===== src/rtl/sipo_rx_pkg.sv =====
// Shared types and defaults for the serial-in / parallel-out receiver.
// Honours the SIPO_RX_PARITY_EN macro, which adds the parity state.
package sipo_rx_pkg;

  localparam int DEFAULT_WIDTH = 4;

`ifdef SIPO_RX_PARITY_EN
  typedef enum logic [1:0] {
    IDLE   = 2'd0,
    SHIFT  = 2'd1,
    PARITY = 2'd2
  } state_t;
`else
  typedef enum logic [1:0] {
    IDLE  = 2'd0,
    SHIFT = 2'd1
  } state_t;
`endif

endpackage


===== src/rtl/sipo_rx_obuf.sv =====
// Output holding register for sipo_rx: valid/ready handshake and sticky overrun.
// With SIPO_RX_PARITY_EN defined, a parity error flag is held alongside the word.
module sipo_rx_obuf
  import sipo_rx_pkg::*;
#(
  parameter int WIDTH = DEFAULT_WIDTH
) (
  input  logic             clk,
  input  logic             rst,
  input  logic             load,
  input  logic [WIDTH-1:0] word,
`ifdef SIPO_RX_PARITY_EN
  input  logic             word_perr,
  output logic             parity_err,
`endif
  input  logic             dout_ready,
  input  logic             ovr_clr,
  output logic [WIDTH-1:0] dout,
  output logic             dout_valid,
  output logic             overrun
);

  logic [WIDTH-1:0] dout_q, dout_d;
  logic             valid_q, valid_d;
  logic             ovr_q, ovr_d;
  logic             can_load;
`ifdef SIPO_RX_PARITY_EN
  logic             perr_q, perr_d;
`endif

  // A new word may only replace dout once the old one is gone or leaving now.
  always_comb begin
    dout_d   = dout_q;
    valid_d  = valid_q;
    ovr_d    = ovr_q;
    can_load = !valid_q || dout_ready;
`ifdef SIPO_RX_PARITY_EN
    perr_d   = perr_q;
`endif
    if (ovr_clr) begin
      ovr_d = 1'b0;
    end
    if (load && can_load) begin
      dout_d  = word;
      valid_d = 1'b1;
`ifdef SIPO_RX_PARITY_EN
      perr_d  = word_perr;
`endif
    end else if (load) begin
      ovr_d = 1'b1;
    end else if (valid_q && dout_ready) begin
      valid_d = 1'b0;
    end
  end

  always_ff @(posedge clk or posedge rst) begin
    if (rst) begin
      dout_q  <= '0;
      valid_q <= 1'b0;
      ovr_q   <= 1'b0;
`ifdef SIPO_RX_PARITY_EN
      perr_q  <= 1'b0;
`endif
    end else begin
      dout_q  <= dout_d;
      valid_q <= valid_d;
      ovr_q   <= ovr_d;
`ifdef SIPO_RX_PARITY_EN
      perr_q  <= perr_d;
`endif
    end
  end

  assign dout       = dout_q;
  assign dout_valid = valid_q;
  assign overrun    = ovr_q;
`ifdef SIPO_RX_PARITY_EN
  assign parity_err = perr_q;
`endif

endmodule


===== src/rtl/sipo_rx.sv =====
// Serial-in / parallel-out receiver: frame FSM, bit counter and shift register.
// Define SIPO_RX_PARITY_EN to receive a trailing even-parity bit per word.
module sipo_rx
  import sipo_rx_pkg::*;
#(
  parameter int WIDTH     = DEFAULT_WIDTH,
  parameter int MSB_FIRST = 1
) (
  input  logic             clk,
  input  logic             rst,
  input  logic             sin,
  input  logic             bit_en,
  input  logic             frame_start,
  output logic [WIDTH-1:0] dout,
  output logic             dout_valid,
  input  logic             dout_ready,
  output logic             busy,
  output logic             overrun,
`ifdef SIPO_RX_PARITY_EN
  output logic             parity_err,
`endif
  input  logic             ovr_clr
);

  localparam int CW = $clog2(WIDTH + 1);

  state_t           state_q, state_d;
  logic [CW-1:0]    cnt_q, cnt_d;
  logic [WIDTH-1:0] sr_q, sr_d;
  logic             busy_q, busy_d;
  logic [WIDTH-1:0] shifted, started;
  logic [WIDTH-1:0] word;
  logic             done;
`ifdef SIPO_RX_PARITY_EN
  logic             word_perr;
`endif

  // "started" is a fresh register holding only sin, so an aborted frame leaves no trace.
  always_comb begin
    if (MSB_FIRST != 0) begin
      shifted = {sr_q[WIDTH-2:0], sin};
      started = {{(WIDTH-1){1'b0}}, sin};
    end else begin
      shifted = {sin, sr_q[WIDTH-1:1]};
      started = {sin, {(WIDTH-1){1'b0}}};
    end
  end

  always_comb begin
    state_d   = state_q;
    cnt_d     = cnt_q;
    sr_d      = sr_q;
    done      = 1'b0;
    word      = shifted;
`ifdef SIPO_RX_PARITY_EN
    word_perr = 1'b0;
`endif
    if (bit_en) begin
      if (frame_start) begin
        sr_d    = started;
        cnt_d   = CW'(1);
        state_d = SHIFT;
      end else begin
        case (state_q)
          SHIFT: begin
            sr_d = shifted;
            if (cnt_q == CW'(WIDTH - 1)) begin
              cnt_d = '0;
`ifdef SIPO_RX_PARITY_EN
              state_d = PARITY;
`else
              state_d = IDLE;
              done    = 1'b1;
`endif
            end else begin
              cnt_d = cnt_q + CW'(1);
            end
          end
`ifdef SIPO_RX_PARITY_EN
          PARITY: begin
            state_d   = IDLE;
            done      = 1'b1;
            word      = sr_q;
            word_perr = (^sr_q) ^ sin;
          end
`endif
          default: ;
        endcase
      end
    end
    busy_d = (state_d != IDLE);
  end

  always_ff @(posedge clk or posedge rst) begin
    if (rst) begin
      state_q <= IDLE;
      cnt_q   <= '0;
      sr_q    <= '0;
      busy_q  <= 1'b0;
    end else begin
      state_q <= state_d;
      cnt_q   <= cnt_d;
      sr_q    <= sr_d;
      busy_q  <= busy_d;
    end
  end

  assign busy = busy_q;

  sipo_rx_obuf #(
    .WIDTH(WIDTH)
  ) u_obuf (
    .clk       (clk),
    .rst       (rst),
    .load      (done),
    .word      (word),
`ifdef SIPO_RX_PARITY_EN
    .word_perr (word_perr),
    .parity_err(parity_err),
`endif
    .dout_ready(dout_ready),
    .ovr_clr   (ovr_clr),
    .dout      (dout),
    .dout_valid(dout_valid),
    .overrun   (overrun)
  );

endmodule


===== config.mk =====
export PLATFORM = sky130hd
export DESIGN_NAME = sipo_rx
export DESIGN_NICKNAME = d
export VERILOG_FILES = /design/src/rtl/sipo_rx_pkg.sv /design/src/rtl/sipo_rx_obuf.sv /design/src/rtl/sipo_rx.sv
export SDC_FILE = /design/constraint.sdc
export NUM_CORES = 1
export LEC_CHECK = 0
export CORE_UTILIZATION = 49
export DETAILED_ROUTE_END_ITERATION = 8
export PLACE_DENSITY = 0.73
export SYNTH_ARGS = -nofsm -noshare
export SYNTH_HDL_FRONTEND = slang
export SYNTH_HIERARCHICAL = 1
export SYNTH_SLANG_ARGS = --single-unit
export TNS_END_PERCENT = 20

===== constraint.sdc =====
create_clock -name clk -period 2.3 [get_ports clk]
set_input_delay 0.46 -clock clk [delete_from_list [all_inputs] [get_ports clk]]
set_output_delay 0.46 -clock clk [all_outputs]
set_load 0.01 [all_outputs]

==> results of run 1 <==
## flip-flops by register name, indices dropped and copies added (netlist names)
signal,count
u_obuf/dout_valid,1
sr_q,3
u_obuf/overrun,1
state_q,2
cnt_q,3
u_obuf/dout,4
busy,1
## kinds of logic after synthesis
family / count (synthesis) / share of synthesized area
AOI/OAI and AO/OA: 11 / 0.127
muxes: 5 / 0.110
adders and majority gates: 1 / 0.0184
buffers and inverters: 8 / 0.0460
DFF: 15 / 0.551
and+or+nand+nor: 14 / 0.147
## per-stage QoR
step                utilization  power [mW]  hold WS, ps  instances  worst slack, ps
floorplan                     -       0.553          251         54              752
global placement          0.639       0.672          500         82              373
detailed placement        0.639       0.676          499         82              348
CTS                       0.661       0.827          418         86              599
global route              0.661       0.869          422         86              555
finish                    0.661       0.820          417         86              612
## cells in the mapped netlist (all sizes together)
master	n	share of area
mux2	5	0.11
a22o	3	0.039
nand2b	2	0.029
a221o	1	0.017
inv	7	0.039
clkbuf	1	0.0073
ha	1	0.018
o22ai	2	0.018
o21ai	2	0.020
nand2	5	0.039
a31oi	1	0.0092
and2	2	0.018
o31ai	1	0.011
nor2b	2	0.029
dfrtp	15	0.55
a2bb2oi	1	0.013
nor2	1	0.0092
nand3b	2	0.022
## worst reg2reg max path: stages, from the launching register on
cell and delay, ps:
dfrtp_1 450, nand3b_1 240, nor2_2 160, and2_1 200, nand2_4 90, mux2_4 310
## cell type report
class | count | area, um^2 | share of cell area
timing repair buffer | 14 | 138 | 0.160
clock buffer | 3 | 22.5 | 0.0262
sequential | 15 | 375 | 0.437
clock inverter | 1 | 5.00 | 0.00582
tap | 15 | 18.8 | 0.0218
inverter | 7 | 26.3 | 0.0306
multi-input combinational | 31 | 274 | 0.319
## routing by layer
metal	global-route usage	routed length, um	share of wire	vias to the layer above
li1	-	-	-	222
met1	0.246	581	0.53	216
met2	0.233	491	0.45	7
met3	0.0511	30	0.027	0
met4	0.103	0	0	0
met5	0	0	0	-
## final timing paths
path,slack [ps],endpoint,start
setup / recovery,610,dout_valid,u_obuf/dout_valid$_DFFE_PP0P_
hold / removal,420,u_obuf/dout[3]$_DFFE_PP0P_,rst
setup reg to reg,730,u_obuf/dout[2]$_DFFE_PP0P_,state_q[1]$_DFF_PP0_
hold reg to reg,510,cnt_q[2]$_DFFE_PP0P_,cnt_q[2]$_DFFE_PP0P_
max in group asynchronous,1590,sr_q[0]$_DFFE_PP0P_,rst
min in group clk,510,cnt_q[2]$_DFFE_PP0P_,cnt_q[2]$_DFFE_PP0P_
## where the power goes
part | total [mW] | internal, mW | switching, mW | leakage, nW
registers | 0.381 | 0.334 | 0.0474 | 0.190
clock network | 0.149 | 0.0645 | 0.0843 | 0.0177
logic | 0.290 | 0.183 | 0.106 | 0.210
==> impl_metrics.json, run 1 <==
{
  "cts_hold_buffers": 0,
  "post-route-period-util": 0.734,
  "drive_gt1_frac": 0.225,
  "placed_area_um2": 832,
  "final_common_cell": "dfrtp_1",
  "clock_sinks": 15,
  "path_class": "reg -> out",
  "finalSetupViolations": 0,
  "fillers": 103,
  "grt.total_usage": 0.175,
  "layout.nets": 80,
  "clk-insertion-delay-late_ps": 280,
  "drc_errors": 0,
  "slowest_delay_ps": 550,
  "endpoint_kind": "primary output",
  "ant_nets": 0,
  "place_congestion": 0.766,
  "cts_resized": 0,
  "cp_data_required_time_ps": 1840,
  "ys_ff_latch": 15,
  "crit_chain": "clkdlybuf4s50_1",
  "slew_headroom": 0.769,
  "num_vias": 445,
  "crit_arrival_ps": 1230,
  "cts_root_buf": "clkbuf_4",
  "drt_iter0_drc": 12,
  "htree_levels": 1,
  "fin_skew_ps": 2.75,
  "peakVddDrop_mv": 0.592,
  "area_growth_pct": 26.3,
  "yosys_warnings": 6,
  "antenna_cells": 0,
  "die_area_um2": 1540,
  "grt_antenna_before_repair": 0,
  "power_density_nw_per_um2": 954,
  "syn-cell-area_um2": 681,
  "postCtsSetupRepairBufs": 0,
  "worstPathMaxFanout": 2,
  "slew_viol_final": 0,
  "finalWirelength_mm": 1.10,
  "p_leak_nw": 0.418,
  "first_pass_iters": 6,
  "syn_inst": 54,
  "dpl.hpwl_um": 820,
  "synth_nets": 62,
  "viasPerCell": 5.17,
  "coreArea_um2": 1300,
  "design_area_um2": 860,
  "ys_seq_area_frac": 0.551,
  "cts_buffer_depth": 2,
  "fin_setup_tns_ps": 0,
  "grt_max_degree": 10,
  "path_delay_family": "buffers and inverters",
  "grt_pass1_vias": 401,
  "crit_cells": 1,
  "overflow": 0,
  "drv_cap": 0,
  "final_cell_mix": "dfrtp_1 (15), clkdlybuf4s50_1 (13), inv_1 (7)",
  "rsz0062_at_grt": "no",
  "avgSynthCellArea_um2": 12.6,
  "die_w_um": 39.3,
  "clk_pin_slew_worst_paths_ps": 90,
  "cpMaxStageDelayCell": "clkdlybuf4s50_1",
  "portBuffers": 13,
  "hold_viol": 0,
  "period_minus_slack_ps": 1690,
  "start_kind": "flip-flop",
  "tritoncts": "yes",
  "cts_buffers": 3,
  "cp_num_buf_inv": 1,
  "io_pins": 14,
  "start_util": 0.523,
  "die_h_um": 39.3,
  "wl_per_cell_um": 12.8,
  "fp-row-count": 13,
  "worstRegToRegCells": 5,
  "synth_cell_types": 22,
  "grt_pass1_wl_mm": 1.73,
  "worstMarginPinSlew_ps": 346,
  "max_freq_mhz": 592,
  "hold_path.class": "in -> async",
  "status": "complete, no violations"
}
Power figures use the tool's default switching activity.
==> run 2, diff against run 1 <==
Settings changed: CORE_UTILIZATION 49 to 47, PLACE_DENSITY 0.73 to 0.7.
Clock period 2.3 ns to 1.75 ns, I/O delays scaled along.
==> impl_metrics.json, run 2 (synthesized netlist as in run 1, its figures left out) <==
{
  "top_layer_used": "met4",
  "final_cell_mix": "dfrtp_1 (15), clkdlybuf4s50_1 (13), inv_1 (7)",
  "crit_chain": "clkdlybuf4s50_1",
  "first_pass_iters": 4,
  "drive_gt1_frac": 0.267,
  "worstMarginPinSlew_ps": 349,
  "cts_resized": 0,
  "place_congestion": 0.782,
  "clk_pin_slew_worst_paths_ps": 90,
  "wl_met3_um": 57,
  "final_common_cell": "dfrtp_1",
  "htree_levels": 1,
  "wl_per_cell_um": 12.8,
  "postCtsSetupRepairBufs": 0,
  "r2r_setup_slack_ps": 280,
  "path_class": "reg -> out",
  "die_h_um": 40.1,
  "cts_buffer_depth": 2,
  "layout.nets": 84,
  "drc_errors": 0,
  "slew_headroom": 0.767,
  "antenna_cells": 0,
  "route.met2.wl_um": 567,
  "drt_iter0_drc": 3,
  "endpoint_kind": "primary output",
  "drv_cap": 0,
  "overflow": 0,
  "hold_viol": 0,
  "max_freq_mhz": 634,
  "period_minus_slack_ps": 1580,
  "finalWirelength_mm": 1.15,
  "status": "complete, no violations",
  "cpMaxStageDelayCell": "clkdlybuf4s50_1",
  "cp_num_buf_inv": 1,
  "area_growth_pct": 30.7,
  "grt_antenna_before_repair": 0,
  "ant_nets": 0,
  "viasPerCell": 5.22,
  "cts_root_buf": "clkbuf_4",
  "portBuffers": 13,
  "grt_pass1_wl_mm": 1.86,
  "tritoncts": "yes",
  "power_density_nw_per_um2": 1220,
  "grt_max_degree": 10,
  "fp-row-count": 13,
  "path_delay_family": "buffers and inverters",
  "worstPathMaxFanout": 2,
  "die_w_um": 40.1,
  "peakVddDrop_mv": 0.475,
  "hold_path.class": "in -> async",
  "placed_area_um2": 862,
  "crit_arrival_ps": 1230,
  "design_area_um2": 890,
  "cts_hold_buffers": 0,
  "slowest_delay_ps": 550,
  "start_util": 0.517,
  "rsz0062_at_grt": "no",
  "io_pins": 14,
  "p_leak_nw": 0.438,
  "largest_reg_flops": 4,
  "post-route-period-util": 0.901,
  "cp_data_required_time_ps": 1400,
  "die_area_um2": 1600,
  "start_kind": "flip-flop",
  "clock_sinks": 15,
  "fin_skew_ps": 6.01,
  "slew_viol_final": 0,
  "holdWs_ps": 309,
  "num_vias": 470,
  "coreArea_um2": 1320,
  "clk-insertion-delay-late_ps": 280,
  "cts_buffers": 3,
  "wl_met1_um": 518,
  "dpl.hpwl_um": 905,
  "grt_pass1_vias": 465,
  "finalSetupViolations": 0,
  "grt.total_usage": 0.182
}
-- run 2: changes by cell type in the layout (fill, tap and decap cells not counted) --
cell   previous run  this run
buf_4             1         5
-- run 2: layer usage --
metal / global-route usage / vias to the layer above
met5: 0 / -
met4: 0.0517 / 0
met3: 0.0833 / 2
met2: 0.306 / 13
met1: 0.205 / 225
li1: - / 230
-- run 2: path summary, 6_finish.rpt --
check / startpoint / to / depth (start not counted)
max in group asynchronous: rst / sr_q[1]$_DFFE_PP0P_ / 2
worst min register to register: cnt_q[2]$_DFFE_PP0P_ / cnt_q[2]$_DFFE_PP0P_ / 2
worst max register to register: cnt_q[0]$_DFFE_PP0P_ / u_obuf/dout[3]$_DFFE_PP0P_ / 5
worst max-delay path: u_obuf/dout_valid$_DFFE_PP0P_ / dout_valid / 1
min in group clk: cnt_q[2]$_DFFE_PP0P_ / cnt_q[2]$_DFFE_PP0P_ / 2
worst min-delay path: rst / u_obuf/dout_valid$_DFFE_PP0P_ / 2
-- run 2: cell type report --
cell class                      instances  area [um^2]
Inverter                                7         26.3
Multi-Input combinational cell         31          274
Sequential cell                        15          375
Fill cell                              91          428
Tap cell                               15         18.8
Clock inverter                          1         5.00
Timing Repair Buffer                   18          168
Clock buffer                            3         22.5
-- run 2: power breakdown --
part / internal (mW) / switching (mW) / leakage (nW)
Clock: 0.0849 / 0.111 / 0.0177
Combinational: 0.252 / 0.136 / 0.230
Sequential: 0.439 / 0.0637 / 0.190
Total: 0.776 / 0.311 / 0.438
-- run 2: per-stage QoR --
stage          setup TNS (ps)  total power [mW]  cells   util  worst slack, ps
3_3_place_gp                0             0.895     86  0.654             20.8
4_1_cts                     0              1.10     90  0.675              155
5_1_grt                     0              1.16     90  0.675              111
2_1_floorplan               0             0.726     54      -              312
6_report                    0              1.09     90  0.675              173
3_5_place_dp            -2.68             0.904     86  0.654            -1.85
